<file path="src/rtl/sin_arbiter_pkg.sv">
// sin_arb_pkg: shared types, FSM states and timer sizing for the sin arbiter.
package sin_arb_pkg;
  typedef logic [31:0] float_t;
  typedef logic [3:0] prec_t;
  typedef enum logic [1:0] {IDLE, LAUNCH, WAIT, RESPOND} state_t;
  function automatic int timer_w(input int cycles);
    return $clog2(cycles) + 1;
  endfunction
endpackage

</file>
<file path="src/rtl/sin_arbiter_rr.sv">
// rr_arbiter: combinational round-robin grant with a registered rotating pointer.
module rr_arbiter #(
  parameter int NREQ = 4,
  parameter int IDW = (NREQ > 1) ? $clog2(NREQ) : 1
) (
  input  logic            clk,
  input  logic            reset,
  input  logic [NREQ-1:0] req_i,
  input  logic            adv_i,
  output logic [NREQ-1:0] gnt_o,
  output logic [IDW-1:0]  idx_o
);
  logic [IDW-1:0] ptr_q, ptr_d;
  logic [2*NREQ-1:0] dbl;
  int off;
  // Rotate so bit 0 is the pointer position; the lowest set bit is the winner.
  always_comb begin
    dbl = {req_i, req_i} >> ptr_q;
    off = 0;
    for (int k = NREQ - 1; k >= 0; k--) if (dbl[k]) off = k;
    off = off + int'(ptr_q);
    idx_o = IDW'(off >= NREQ ? off - NREQ : off);
    gnt_o = (|req_i) ? (NREQ'(1) << idx_o) : '0;
    ptr_d = (idx_o == IDW'(NREQ - 1)) ? '0 : idx_o + IDW'(1);
  end
  always_ff @(posedge clk or negedge reset)
    if (!reset) ptr_q <= '0;
    else if (adv_i) ptr_q <= ptr_d;
endmodule

</file>
<file path="src/rtl/sin_arbiter.sv">
// sin_arbiter: shares one multi-cycle sin unit among NREQ requesters round-robin,
// sequencing start/run/done with a watchdog that aborts overlong operations.
module sin_arbiter
  import sin_arb_pkg::*;
#(
  parameter int NREQ = 4,
  parameter int TIMEOUT_CYCLES = 1024,
  parameter int IDW = (NREQ > 1) ? $clog2(NREQ) : 1
) (
  input  logic              clk,
  input  logic              reset,
  input  logic [NREQ-1:0]   req_valid,
  input  logic [NREQ*32-1:0] req_theta,
  input  logic [NREQ*4-1:0] req_prec,
  output logic [NREQ-1:0]   req_ready,
  output logic [NREQ-1:0]   resp_valid,
  output logic [31:0]       resp_data,
  output logic              resp_err,
  output logic              busy,
  output logic              sin_reset,
  output logic [31:0]       sin_theta,
  output logic [3:0]        sin_prec,
  input  logic [31:0]       sin_result,
  input  logic              sin_done
);
  localparam int TW = timer_w(TIMEOUT_CYCLES);
  state_t state_q;
  float_t theta_q, res_q;
  prec_t prec_q;
  logic err_q, sin_reset_q, accept, done_ok, timed_out;
  logic [NREQ-1:0] resp_valid_q, gnt;
  logic [IDW-1:0] gidx, gidx_q;
  logic [TW-1:0] timer_q, timer_d;
  assign accept = (state_q == IDLE) && (|req_valid);
  rr_arbiter #(.NREQ(NREQ), .IDW(IDW)) u_rr (
    .clk(clk), .reset(reset), .req_i(req_valid), .adv_i(accept), .gnt_o(gnt), .idx_o(gidx)
  );
  // A done in the first WAIT cycle may be left over from the previous operation.
  assign done_ok = (timer_q != '0) && sin_done;
  assign timed_out = timer_q == TW'(TIMEOUT_CYCLES - 1);
  assign timer_d = (&timer_q) ? timer_q : timer_q + TW'(1);
  assign req_ready = (state_q == IDLE && reset) ? gnt : '0;
  assign resp_valid = resp_valid_q;
  assign resp_data = res_q;
  assign resp_err = err_q;
  assign busy = state_q != IDLE;
  assign sin_reset = sin_reset_q;
  assign sin_theta = theta_q;
  assign sin_prec = prec_q;
  always_ff @(posedge clk or negedge reset)
    if (!reset) begin
      state_q <= IDLE;
      theta_q <= '0;
      prec_q <= '0;
      res_q <= '0;
      err_q <= 1'b0;
      gidx_q <= '0;
      timer_q <= '0;
      resp_valid_q <= '0;
      sin_reset_q <= 1'b1;
    end else begin
      resp_valid_q <= '0;
      sin_reset_q <= 1'b0;
      case (state_q)
        IDLE: if (accept) begin
          theta_q <= req_theta[32*gidx +: 32];
          prec_q <= req_prec[4*gidx +: 4];
          gidx_q <= gidx;
          sin_reset_q <= 1'b1;
          state_q <= LAUNCH;
        end
        LAUNCH: begin
          timer_q <= '0;
          state_q <= WAIT;
        end
        WAIT: begin
          timer_q <= timer_d;
          if (done_ok || timed_out) begin
            res_q <= done_ok ? sin_result : '0;
            err_q <= !done_ok;
            resp_valid_q <= NREQ'(1) << gidx_q;
            state_q <= RESPOND;
          end
        end
        default: state_q <= IDLE;
      endcase
    end
endmodule

</file>
<file path="config.mk">
export PLATFORM = sky130hd
export DESIGN_NAME = sin_arbiter
export DESIGN_NICKNAME = d
export VERILOG_FILES = /design/src/rtl/sin_arbiter_pkg.sv /design/src/rtl/sin_arbiter_rr.sv /design/src/rtl/sin_arbiter.sv
export SDC_FILE = /design/constraint.sdc
export NUM_CORES = 1
export LEC_CHECK = 0
export CAP_MARGIN = 20
export CELL_PAD_IN_SITES_DETAIL_PLACEMENT = 1
export CELL_PAD_IN_SITES_GLOBAL_PLACEMENT = 1
export CORE_MARGIN = 8
export CORE_UTILIZATION = 30
export CTS_CLUSTER_SIZE = 20
export DETAILED_ROUTE_END_ITERATION = 10
export PLACE_DENSITY = 0.78
export SLEW_MARGIN = 20
export SYNTH_ARGS = -nofsm -noshare
export SYNTH_HDL_FRONTEND = slang
export SYNTH_SLANG_ARGS = --single-unit
</file>
<file path="constraint.sdc">
create_clock -name clk -period 4.9 [get_ports clk]
set_input_delay 0.98 -clock clk [delete_from_list [all_inputs] [get_ports clk]]
set_output_delay 0.98 -clock clk [all_outputs]
set_load 0.01 [all_outputs]
</file>
==> results.md <==
- Aggregate global routing overflow: 0
- Initial core utilization: 30.4%
- Worst r2r dst: sin_theta[3]$_DFFE_PN0P_
- Pwr dens: 661 mW/mm²
- Max-slew violations: 0
- First-pass GRT wire length: 32,500 µm
- Dpl hpwl: 16,200 µm
- Post-Synthesis Cells: 515
- Routed Antenna Nets: 0
- Worst reg-to-reg path cell count: 11
- Residual DRC: 0
- Layout cells sized above 1: 8.74%
- IO Count: 262
- Mapped cell area: 0.00522 mm²
- Antenna cells: 0
- Post-route minimum period: 4.75 ns
- # clock sinks: 91
- Hold Path Origin: sin_prec[3]$_DFFE_PN0P_
- Clock latency on the worst-skew pair: 0.34 ns
- WP data required: 3.92 ns
- Final setup viols: 0
- Hold/Removal Path Class: reg -> reg
- Largest net degree at the start of global routing: 143
- FP Rows: 48
- Startpoint types: primary input
- Syn Area/Cell: 10.1 µm²
- Clock skew: 0.0117 ns
- Reg clk slew, reported paths: 0.07 ns
- Sequential area share after synthesis: 43.7%
- Post-synth EDFFs: 0
- Peak supply drop: 698 µV
- Core Area: 0.0172 mm²
- GP Congestion: 0.846
- PortBufs: 261
- Critical R2R Launch: u_rr.ptr_q[0]$_DFFE_PN0P_
- Gr usage total: 18.8%
- Maximum Capacitance Violations: 0
- TritonCTS clock tree: done
- CTS Hold Bufs: 0
- Placed inst area: 0.00800 mm²
- Post-synthesis async set-or-reset flop share: 100%
- Post-CTS sizing: 0
- Crit path DAT: 3.77 ns
- Setup TNS: 0 ns
- Nets: 941
- Detailed-route via count: 5,168
- Die area: 0.0219 mm²
- Clk buf depth: 2
- WHS Endpoint: sin_prec[3]$_DFFE_PN0P_
- TritonCTS buffer count: 9
- Max FO, Critical Path: 7
- Layout area overhead: 60.2%
- Die Y: 148 µm
- Max Freq: 211 MHz
- Vias in the first global route: 5,786
- CTS root buf: clkbuf_16
- RSZ-0062 raised after global routing: false
- Relative slew slack: 42.5%
- Pin slew with the least headroom to its limit: 0.860 ns
- Yosys reg bits: 91
- Pre-antenna DRT Iters: 4
- Routed len/inst: 21.6 µm
- LEAKAGE: 3.28 nW
- Final wirelength: 21,100 µm
- Final hold vios: 0
- Iter 0 DRT Violations: 189
- Critical path type: in -> out
- Via/cell ratio: 5.27
- Initial antenna violation count: 0
- Tcrit/Tclk final: 96.9%
- Netlist cell types: 56
- Post-route cell area: 0.00835 mm²
- Hold path depth: 2
- Yosys warnings: 0
- Setup bufs post-CTS: 0
- Reg2reg setup slack: 1.52 ns
- Die width: 148 µm
- Net Count, Synth: 706
- Status: finished, final reports clean
- H-tree Lvls: 3
- Critical path capture point type: primary output
- Top FF cell, synth: dfrtp_1
[cell families (layout without fill, tap and decap cells)]
| logic type | after synthesis | in the layout | synth area share [%] |
|---|---|---|---|
| adders and majority gates | 8 | 8 | 1.92 |
| muxes | 5 | 5 | 1.08 |
| xor gates and xnor gates | 5 | 5 | 0.840 |
| buffers and inverters | 61 | 301 | 5.30 |
| and+or+nand+nor | 178 | 178 | 18.3 |
| DFF | 91 | 91 | 43.7 |
| AOI/OAI and AO/OA | 167 | 167 | 28.9 |
[critical path, stage by stage]
cell	delay (ns)
clkdlybuf4s50_1	0.57
a221o_1	0.40
nand2_1	0.09
o221ai_2	0.12
ha_4	0.21
xor2_1	0.20
nand3_2	0.11
nand2_1	0.18
ha_1	0.20
and3_1	0.16
clkdlybuf4s50_1	0.55
[flip-flops by register name, summed over array words and instances (netlist names)]
name        flops
resp_data      32
sin_theta      32
timer_q        11
resp_valid      4
sin_prec        4
gidx_q          2
state_q         2
u_rr.ptr_q      2
resp_err        1
sin_reset       1
[cell usage in the layout, fill, tap and decap left out, types with 4 or more instances in the layout]
cell | Yosys | routed
clkdlybuf4s50_1 | 0 | 259
dfrtp_1 | 90 | 90
nor2b_1 | 75 | 75
nand2_1 | 58 | 57
a221oi_1 | 36 | 36
a22o_1 | 32 | 32
o31ai_1 | 26 | 26
a2111oi_0 | 25 | 25
inv_1 | 13 | 13
o31ai_2 | 11 | 11
buf_4 | 1 | 11
nor2_1 | 11 | 10
a2111oi_2 | 10 | 10
nor3_1 | 9 | 9
clkbuf_16 | 0 | 9
ha_1 | 8 | 7
a21oi_1 | 6 | 6
o21ai_0 | 5 | 5
nor3b_1 | 4 | 4
[report_power, final]
| part | switching (mW) | total [mW] | internal (mW) |
|---|---|---|---|
| Combinational | 1.90 | 3.45 | 1.54 |
| Sequential | 0.216 | 1.31 | 1.09 |
| Clock | 0.317 | 0.774 | 0.457 |
[cell usage after synthesis, drive strengths merged (2+ instances only)]
cell type  number  area share (%)
a2111oi        36             7.3
buf            17             2.1
nand2b          2            0.24
nor2           11            0.79
xnor2           4            0.67
a21oi           7            0.74
mux2i           3            0.58
inv            13            0.94
clkbuf         31             2.3
dfrtp          90              43
nor3b           4            0.58
nand4           3            0.36
a221oi         36             6.0
o31ai          37             6.4
nor3           11             1.4
a22o           32             5.4
nand2          58             4.2
ha              8             1.9
a32o            2            0.41
nor2b          75             9.0
nor4            3            0.36
and3            2            0.24
nand3           4            0.48
mux2            2            0.50
o221ai          2            0.34
a32oi           2            0.48
o21ai           7            0.89
[stage by stage]
stage	std cells	utilization [%]	power, mW	hold WS, ns	setup slack, ns
finish	980	48.6	5.53	0.481	0.153
global route	980	48.6	5.94	0.494	0.0139
CTS	980	48.5	5.59	0.485	0.000166
detailed placement	964	46.6	4.79	0.471	0.000171
global placement	964	46.6	4.64	0.461	0.178
floorplan	515	-	3.44	0.452	0.869
[final cells by class]
cell class	instances	area (µm²)
inverters	13	48.8
clock inverters	7	105
fillers	1891	8820
flip-flops and latches	91	2280
clock buffers	9	225
well taps	225	282
multi-input cells	363	2710
repair buffers	272	2710
[worst max-delay path by stage]
stage / cells past startpoint / start / slack [ns] / end
after floorplan: 11 / req_valid[0] / 0.87 / req_ready[2]
after global placement: 12 / req_valid[1] / 0.18 / req_ready[3]
after detailed placement: 12 / req_valid[1] / 0.0002 / req_ready[3]
after CTS: 12 / req_valid[1] / 0.0002 / req_ready[3]
after global routing: 11 / req_valid[3] / 0.01 / req_ready[3]
final: 11 / req_valid[2] / 0.15 / req_ready[3]
[routing by layer]
layer	part of all wire (%)	up-vias	GRT usage, %
met2	48	222	31.9
met4	2.3	0	6.43
li1	-	2423	-
met5	0	-	0
met3	8.5	24	5.87
met1	42	2499	21.9
Power figures use the tool's default switching activity.
